File: src/rtl/writeback_stage_if.sv
// writeback_stage_if: execution-result input and register-file write port of the writeback stage
// master drives inValid/inResult/inCarry/inDest/inCarryWrite and regWriteReady;
// slave (the stage) drives inReady, regWriteEn, regWriteAddr and regWriteData.
interface writeback_stage_if #(
  parameter int BITS_ARRAY = 64,
  parameter int BITS_DATA = 8,
  parameter int BITS_REG = 4
);
  logic inValid;
  logic inReady;
  logic [BITS_ARRAY-1:0] inResult;
  logic [BITS_DATA-1:0] inCarry;
  logic [BITS_REG-1:0] inDest;
  logic inCarryWrite;
  logic regWriteEn;
  logic regWriteReady;
  logic [BITS_REG-1:0] regWriteAddr;
  logic [BITS_ARRAY-1:0] regWriteData;
  modport master (
    output inValid, inResult, inCarry, inDest, inCarryWrite, regWriteReady,
    input inReady, regWriteEn, regWriteAddr, regWriteData
  );
  modport slave (
    input inValid, inResult, inCarry, inDest, inCarryWrite, regWriteReady,
    output inReady, regWriteEn, regWriteAddr, regWriteData
  );
endinterface

File: src/rtl/writeback_stage.sv
// writeback_stage: 2-entry result FIFO to the register-file write port plus lane carry feedback register
// Ports: clk, rst_n (async active-low), wb (slave: exec result in, regfile write out),
// carryClear (sync carry clear), auxCarryOut (bit-reversed stored carries), commitCount (writes done).
// Macro CARRY_CHAIN_EN enables the carry register; when undefined auxCarryOut is 0.
module writeback_stage #(
  parameter int BITS_ARRAY = 64,
  parameter int BITS_DATA = 8,
  parameter int BITS_REG = 4
) (
  input  logic clk,
  input  logic rst_n,
  writeback_stage_if.slave wb,
  input  logic carryClear,
  output logic [BITS_DATA-1:0] auxCarryOut,
  output logic [15:0] commitCount
);
  logic [BITS_REG+BITS_ARRAY-1:0] mem [2];
  logic wr_ptr, rd_ptr;
  logic [1:0] count;
  logic accept, push, pop;
  assign wb.inReady = count != 2'd2;
  assign wb.regWriteEn = count != 2'd0;
  assign accept = wb.inValid && wb.inReady;
  assign push = accept && wb.inDest != '0;
  assign pop = wb.regWriteEn && wb.regWriteReady;
  // Output registers track the head so they hold their last value once the FIFO drains.
  always_ff @(posedge clk or negedge rst_n)
    if (!rst_n) begin
      wr_ptr <= 1'b0;
      rd_ptr <= 1'b0;
      count <= 2'd0;
      commitCount <= 16'd0;
      {wb.regWriteAddr, wb.regWriteData} <= '0;
    end else begin
      if (push) wr_ptr <= ~wr_ptr;
      if (pop) rd_ptr <= ~rd_ptr;
      if (pop) commitCount <= commitCount + 16'd1;
      count <= count + 2'(push) - 2'(pop);
      if (pop && count == 2'd2) {wb.regWriteAddr, wb.regWriteData} <= mem[~rd_ptr];
      else if (push && (count == 2'd0 || pop)) {wb.regWriteAddr, wb.regWriteData} <= {wb.inDest, wb.inResult};
    end
  always_ff @(posedge clk)
    if (push) mem[wr_ptr] <= {wb.inDest, wb.inResult};
`ifdef CARRY_CHAIN_EN
  logic [BITS_DATA-1:0] carry_rev;
  // Lane 0's carry lands in the MSB, where the execution stage expects it.
  for (genvar i = 0; i < BITS_DATA; i++) begin : g_rev
    assign carry_rev[BITS_DATA-1-i] = wb.inCarry[i];
  end
  always_ff @(posedge clk or negedge rst_n)
    if (!rst_n) auxCarryOut <= '0;
    else auxCarryOut <= carryClear ? '0 : (accept && wb.inCarryWrite) ? carry_rev : auxCarryOut;
`else
  logic unused_carry;
  assign unused_carry = ^{carryClear, wb.inCarry, wb.inCarryWrite};
  assign auxCarryOut = '0;
`endif
endmodule
File: src/flat_wrapper.sv
// flat-port wrapper written by rule: the top's interface ports become plain ports
module writeback_stage_flat 
#(
  parameter int BITS_ARRAY = 64,
  parameter int BITS_DATA = 8,
  parameter int BITS_REG = 4
)
  (clk, rst_n, carryClear, auxCarryOut, commitCount, wb_inValid, wb_inResult, wb_inCarry, wb_inDest, wb_inCarryWrite, wb_regWriteReady, wb_inReady, wb_regWriteEn, wb_regWriteAddr, wb_regWriteData);
  writeback_stage_if #(.BITS_ARRAY(BITS_ARRAY), .BITS_DATA(BITS_DATA), .BITS_REG(BITS_REG)) wb_i ();
  input  logic clk;
  input  logic rst_n;
  input  logic carryClear;
  output logic [BITS_DATA-1:0] auxCarryOut;
  output logic [15:0] commitCount;
  input wire logic [$bits(wb_i.inValid)-1:0] wb_inValid;
  input wire logic [$bits(wb_i.inResult)-1:0] wb_inResult;
  input wire logic [$bits(wb_i.inCarry)-1:0] wb_inCarry;
  input wire logic [$bits(wb_i.inDest)-1:0] wb_inDest;
  input wire logic [$bits(wb_i.inCarryWrite)-1:0] wb_inCarryWrite;
  input wire logic [$bits(wb_i.regWriteReady)-1:0] wb_regWriteReady;
  output wire logic [$bits(wb_i.inReady)-1:0] wb_inReady;
  output wire logic [$bits(wb_i.regWriteEn)-1:0] wb_regWriteEn;
  output wire logic [$bits(wb_i.regWriteAddr)-1:0] wb_regWriteAddr;
  output wire logic [$bits(wb_i.regWriteData)-1:0] wb_regWriteData;
  assign wb_i.inValid = wb_inValid;
  assign wb_i.inResult = wb_inResult;
  assign wb_i.inCarry = wb_inCarry;
  assign wb_i.inDest = wb_inDest;
  assign wb_i.inCarryWrite = wb_inCarryWrite;
  assign wb_i.regWriteReady = wb_regWriteReady;
  assign wb_inReady = wb_i.inReady;
  assign wb_regWriteEn = wb_i.regWriteEn;
  assign wb_regWriteAddr = wb_i.regWriteAddr;
  assign wb_regWriteData = wb_i.regWriteData;
  writeback_stage #(.BITS_ARRAY(BITS_ARRAY), .BITS_DATA(BITS_DATA), .BITS_REG(BITS_REG)) u_core (.clk(clk), .rst_n(rst_n), .wb(wb_i), .carryClear(carryClear), .auxCarryOut(auxCarryOut), .commitCount(commitCount));
endmodule
File: config.mk
export PLATFORM = sky130hd
export DESIGN_NAME = writeback_stage_flat
export DESIGN_NICKNAME = d
export VERILOG_FILES = /design/src/rtl/writeback_stage_if.sv /design/src/rtl/writeback_stage.sv /design/src/flat_wrapper.sv
export SDC_FILE = /design/constraint.sdc
export NUM_CORES = 1
export LEC_CHECK = 0
export BUFFER_PORTS_ARGS = -buffer_cell sky130_fd_sc_hd__buf_2
export CELL_PAD_IN_SITES_DETAIL_PLACEMENT = 1
export CELL_PAD_IN_SITES_GLOBAL_PLACEMENT = 2
export CORE_MARGIN = 8
export CORE_UTILIZATION = 30
export CTS_CLUSTER_SIZE = 14
export DETAILED_ROUTE_END_ITERATION = 12
export GPL_ROUTABILITY_DRIVEN = 1
export PLACE_DENSITY_LB_ADDON = 0.1
export SETUP_SLACK_MARGIN = 0.3
export SLEW_MARGIN = 20
export SYNTH_ARGS = -nofsm -noshare
export SYNTH_HDL_FRONTEND = slang
export SYNTH_SLANG_ARGS = --single-unit
File: constraint.sdc
create_clock -name clk -period 7.9 [get_ports clk]
set_clock_uncertainty 0.05 [all_clocks]
set_input_delay 1.58 -clock clk [delete_from_list [all_inputs] [get_ports clk]]
set_output_delay 1.58 -clock clk [all_outputs]
set_load 0.02 [all_outputs]
==> results.cfg <==
[synthesis]
synth_edf_count = 136
syn-instance-count = 666
yosys-top-cells-area = edfxtp_1 45%, dfrtp_1 24%, mux2i_1 15%
ys_seq_area_share_pct = 68.8
synth_common_cells = 136 x edfxtp_1, 136 x mux2i_1, 88 x dfrtp_1, 73 x nor2_1, 71 x inv_1
synth_area_mm2 = 0.00913
yosysUniqueCellTypes = 33
yosysWarningCount = 0
synth_largest_area_cell = edfxtp_1
avgSynthCellArea_um2 = 13.7
synth_top_area_share_pct = 44.7
ys_ff_latch = 224
synth_ff_type = edfxtp_1
synthArstFlopShare_pct = 39.3

[grt]
antenna_found_initial = 2
busiest_layer = met2
grt_use_met2_pct = 21.6
grt_util_met3_pct = 3.49
globalRouteTotalUtil_pct = 12.5
grt_max_degree = 96
grt_pass1_wl_um = 36200
grt_pass1_vias = 6399
met1_usage_pct = 15.4
gr-total-overflow = 0

[setup_path]
timing.rr.end = u_core.wb.regWriteData[30]
r2r_slack_ns = 5.26
cp-endpoint = u_core.wb.regWriteData[30]
r2r_cells = 6
rr_startpoint = u_core.count[0]
cpPeakStageDelay_ns = 0.87
slowest_stage = buf_4
crit_path_frequent_cell = buf_4
criticalPathCategory = input pin to register
critPathMaxFanout = 95
cp-start-kind = input pin
cp.arrival_ns = 3.66
worstPathRequired_ns = 8.20
critPathCaptureType = register
startpoint = wb_regWriteReady
crit_chain = buf_2 -> nand3b_1 -> buf_4 -> buf_4 -> nor2_1 -> a21oi_1 -> mux2i_1

[clock_network]
cts_tree = built
root_buffer = clkbuf_16
ctsHoldBuffers = 0
clock_path_buffers = 3
cts_sinks = 224
numCtsBuffers = 26
htreeDepth = 1
path_clk_slew_ns = 0.06
clock_latency_ns = 0.52
cts_resized = 0
cts_setup_buffers = 0

[timing]
max_freq_mhz = 297
rsz0062_at_grt = false
fin_setup_tns_ns = 0
post-route-period-util_pct = 42.6
slew_headroom_pct = 29.5
setup_viol = 0
slew_violations = 0
hold_violations = 0
period_minus_slack_ns = 3.36
finalWorstSetupSlack_ns = 4.54
worstMarginPinSlew_ns = 1.06

[placement]
pre_cts_ws_ns = 3.91
dp.cells = 1195
port_buffers = 157
dpl.hpwl_um = 14200
post_dp_cell_area_mm2 = 0.0103
place_congestion = 0.715

[detailed_routing]
dr.first_iter.drc_count = 166
ant_nets = 0
dr.pass1.iters = 5
wl_um = 22700
vias = 5564
viasPerCell = 4.48
wire_per_inst_um = 18.2
route.detailed.drc = 0

[cells_and_area]
areaGrowthSynthToFinish_pct = 21.9
final_cells = 1243
fin_nets = 910
drive_gt1_share_pct = 24.7
num-fill-cells = 3258
final_cell_area_mm2 = 0.0111
finalCoreUtilization_pct = 36.8

[floorplan]
core-area_mm2 = 0.0303
die_x_um = 190
die_h_um = 190
initial_core_util_pct = 30.2
dieArea_mm2 = 0.0363
boundaryPins = 176
rows = 64

[status]
status = completed

[hold_path]
hold_path.class = register to register

[job]
drv_cap = 0

[power_and_ir_drop]
ir_drop_v = 0.000147
power_density_mw_per_mm2 = 345
leakage_nw = 4.88
[per-stage QoR]
| step | hold WS, ns | power [W] |
|---|---|---|
| 2_1_floorplan | 0.410 | 0.00239 |
| 3_3_place_gp | 0.407 | 0.00274 |
| 3_5_place_dp | 0.420 | 0.00278 |
| 4_1_cts | 0.429 | 0.00393 |
| 5_1_grt | 0.474 | 0.00407 |
| 6_report | 0.421 | 0.00384 |
[sequential cells by signal, indices dropped and copies added (netlist names)]
signal / flops
u_core.commitCount: 16
u_core.rd_ptr: 1
u_core.mem: 136
u_core.wb.regWriteAddr: 4
u_core.wr_ptr: 1
u_core.count: 2
u_core.wb.regWriteData: 64
[kinds of logic after synthesis]
kind of cell	synth area share, %
other	0.0411
adder cells (fa/ha/maj)	0.137
multiplexers	14.9
buffers and inverters	5.28
XOR/XNOR	1.63
flip-flops	68.8
AND/OR/NAND/NOR	4.82
AO/OA/AOI/OAI	4.34
[critical path: cells and delay by family]
kind                   cells  cell delay (ns)
buffers and inverters      3             1.45
AO/OA/AOI/OAI              1             0.17
multiplexers               1             0.11
AND/OR/NAND/NOR            2             0.30
[cell usage in the layout, fill, tap and decap left out, types with 2 or more instances in the layout]
cell type | synthesis | final
a21oi_1 | 69 | 69
and4_1 | 2 | 2
buf_2 | 13 | 156
buf_4 | 9 | 7
clkbuf_1 | 8 | 8
clkbuf_16 | 0 | 27
clkbuf_8 | 0 | 4
clkinv_2 | 0 | 5
clkinvlp_4 | 0 | 2
conb_1 | 1 | 8
dfrtp_1 | 88 | 87
edfxtp_1 | 136 | 136
inv_1 | 71 | 71
mux2i_1 | 136 | 136
nand2_1 | 12 | 12
nand3_1 | 4 | 4
nand3b_1 | 2 | 2
nand4_1 | 3 | 3
nor2_1 | 73 | 72
xnor2_1 | 13 | 13
xor2_1 | 4 | 4
[routing by layer]
layer  share of wire [%]  vias to the layer above
met4                 1.5                        4
met5                0.10                        -
met1                  43                     2783
met2                  49                      119
li1                    -                     2628
met3                 6.0                       30
[cell type report]
cell class,instances,area [µm²],area share [%]
clock inverters,8,43.8,0.394
flip-flops and latches,224,6290,56.5
multi-input cells,340,2410,21.6
inverters,71,267,2.40
repair buffers,164,861,7.74
well taps,396,495,4.45
diodes,1,2.50,0.0225
clock buffers,39,761,6.84
[worst min-delay path by stage]
stage,from,end,slack [ns],depth (start not counted)
final,u_core.commitCount[15],u_core.commitCount[15],0.42,1
after global routing,u_core.commitCount[15],u_core.commitCount[15],0.47,1
after CTS,u_core.commitCount[15],u_core.commitCount[15],0.43,1
after detailed placement,u_core.commitCount[15],u_core.commitCount[15],0.42,1
after global placement,u_core.commitCount[15],u_core.commitCount[15],0.41,1
after floorplan,u_core.wr_ptr,u_core.wr_ptr,0.41,1
[report_power, final]
group | switching [W] | internal [W] | total [W]
sequential | 0.000168 | 0.00155 | 0.00172
clock | 0.000460 | 0.000661 | 0.00112
combinational | 0.000627 | 0.000370 | 0.000996
total | 0.00125 | 0.00258 | 0.00384
No activity file was read; power rests on OpenSTA's default activity.
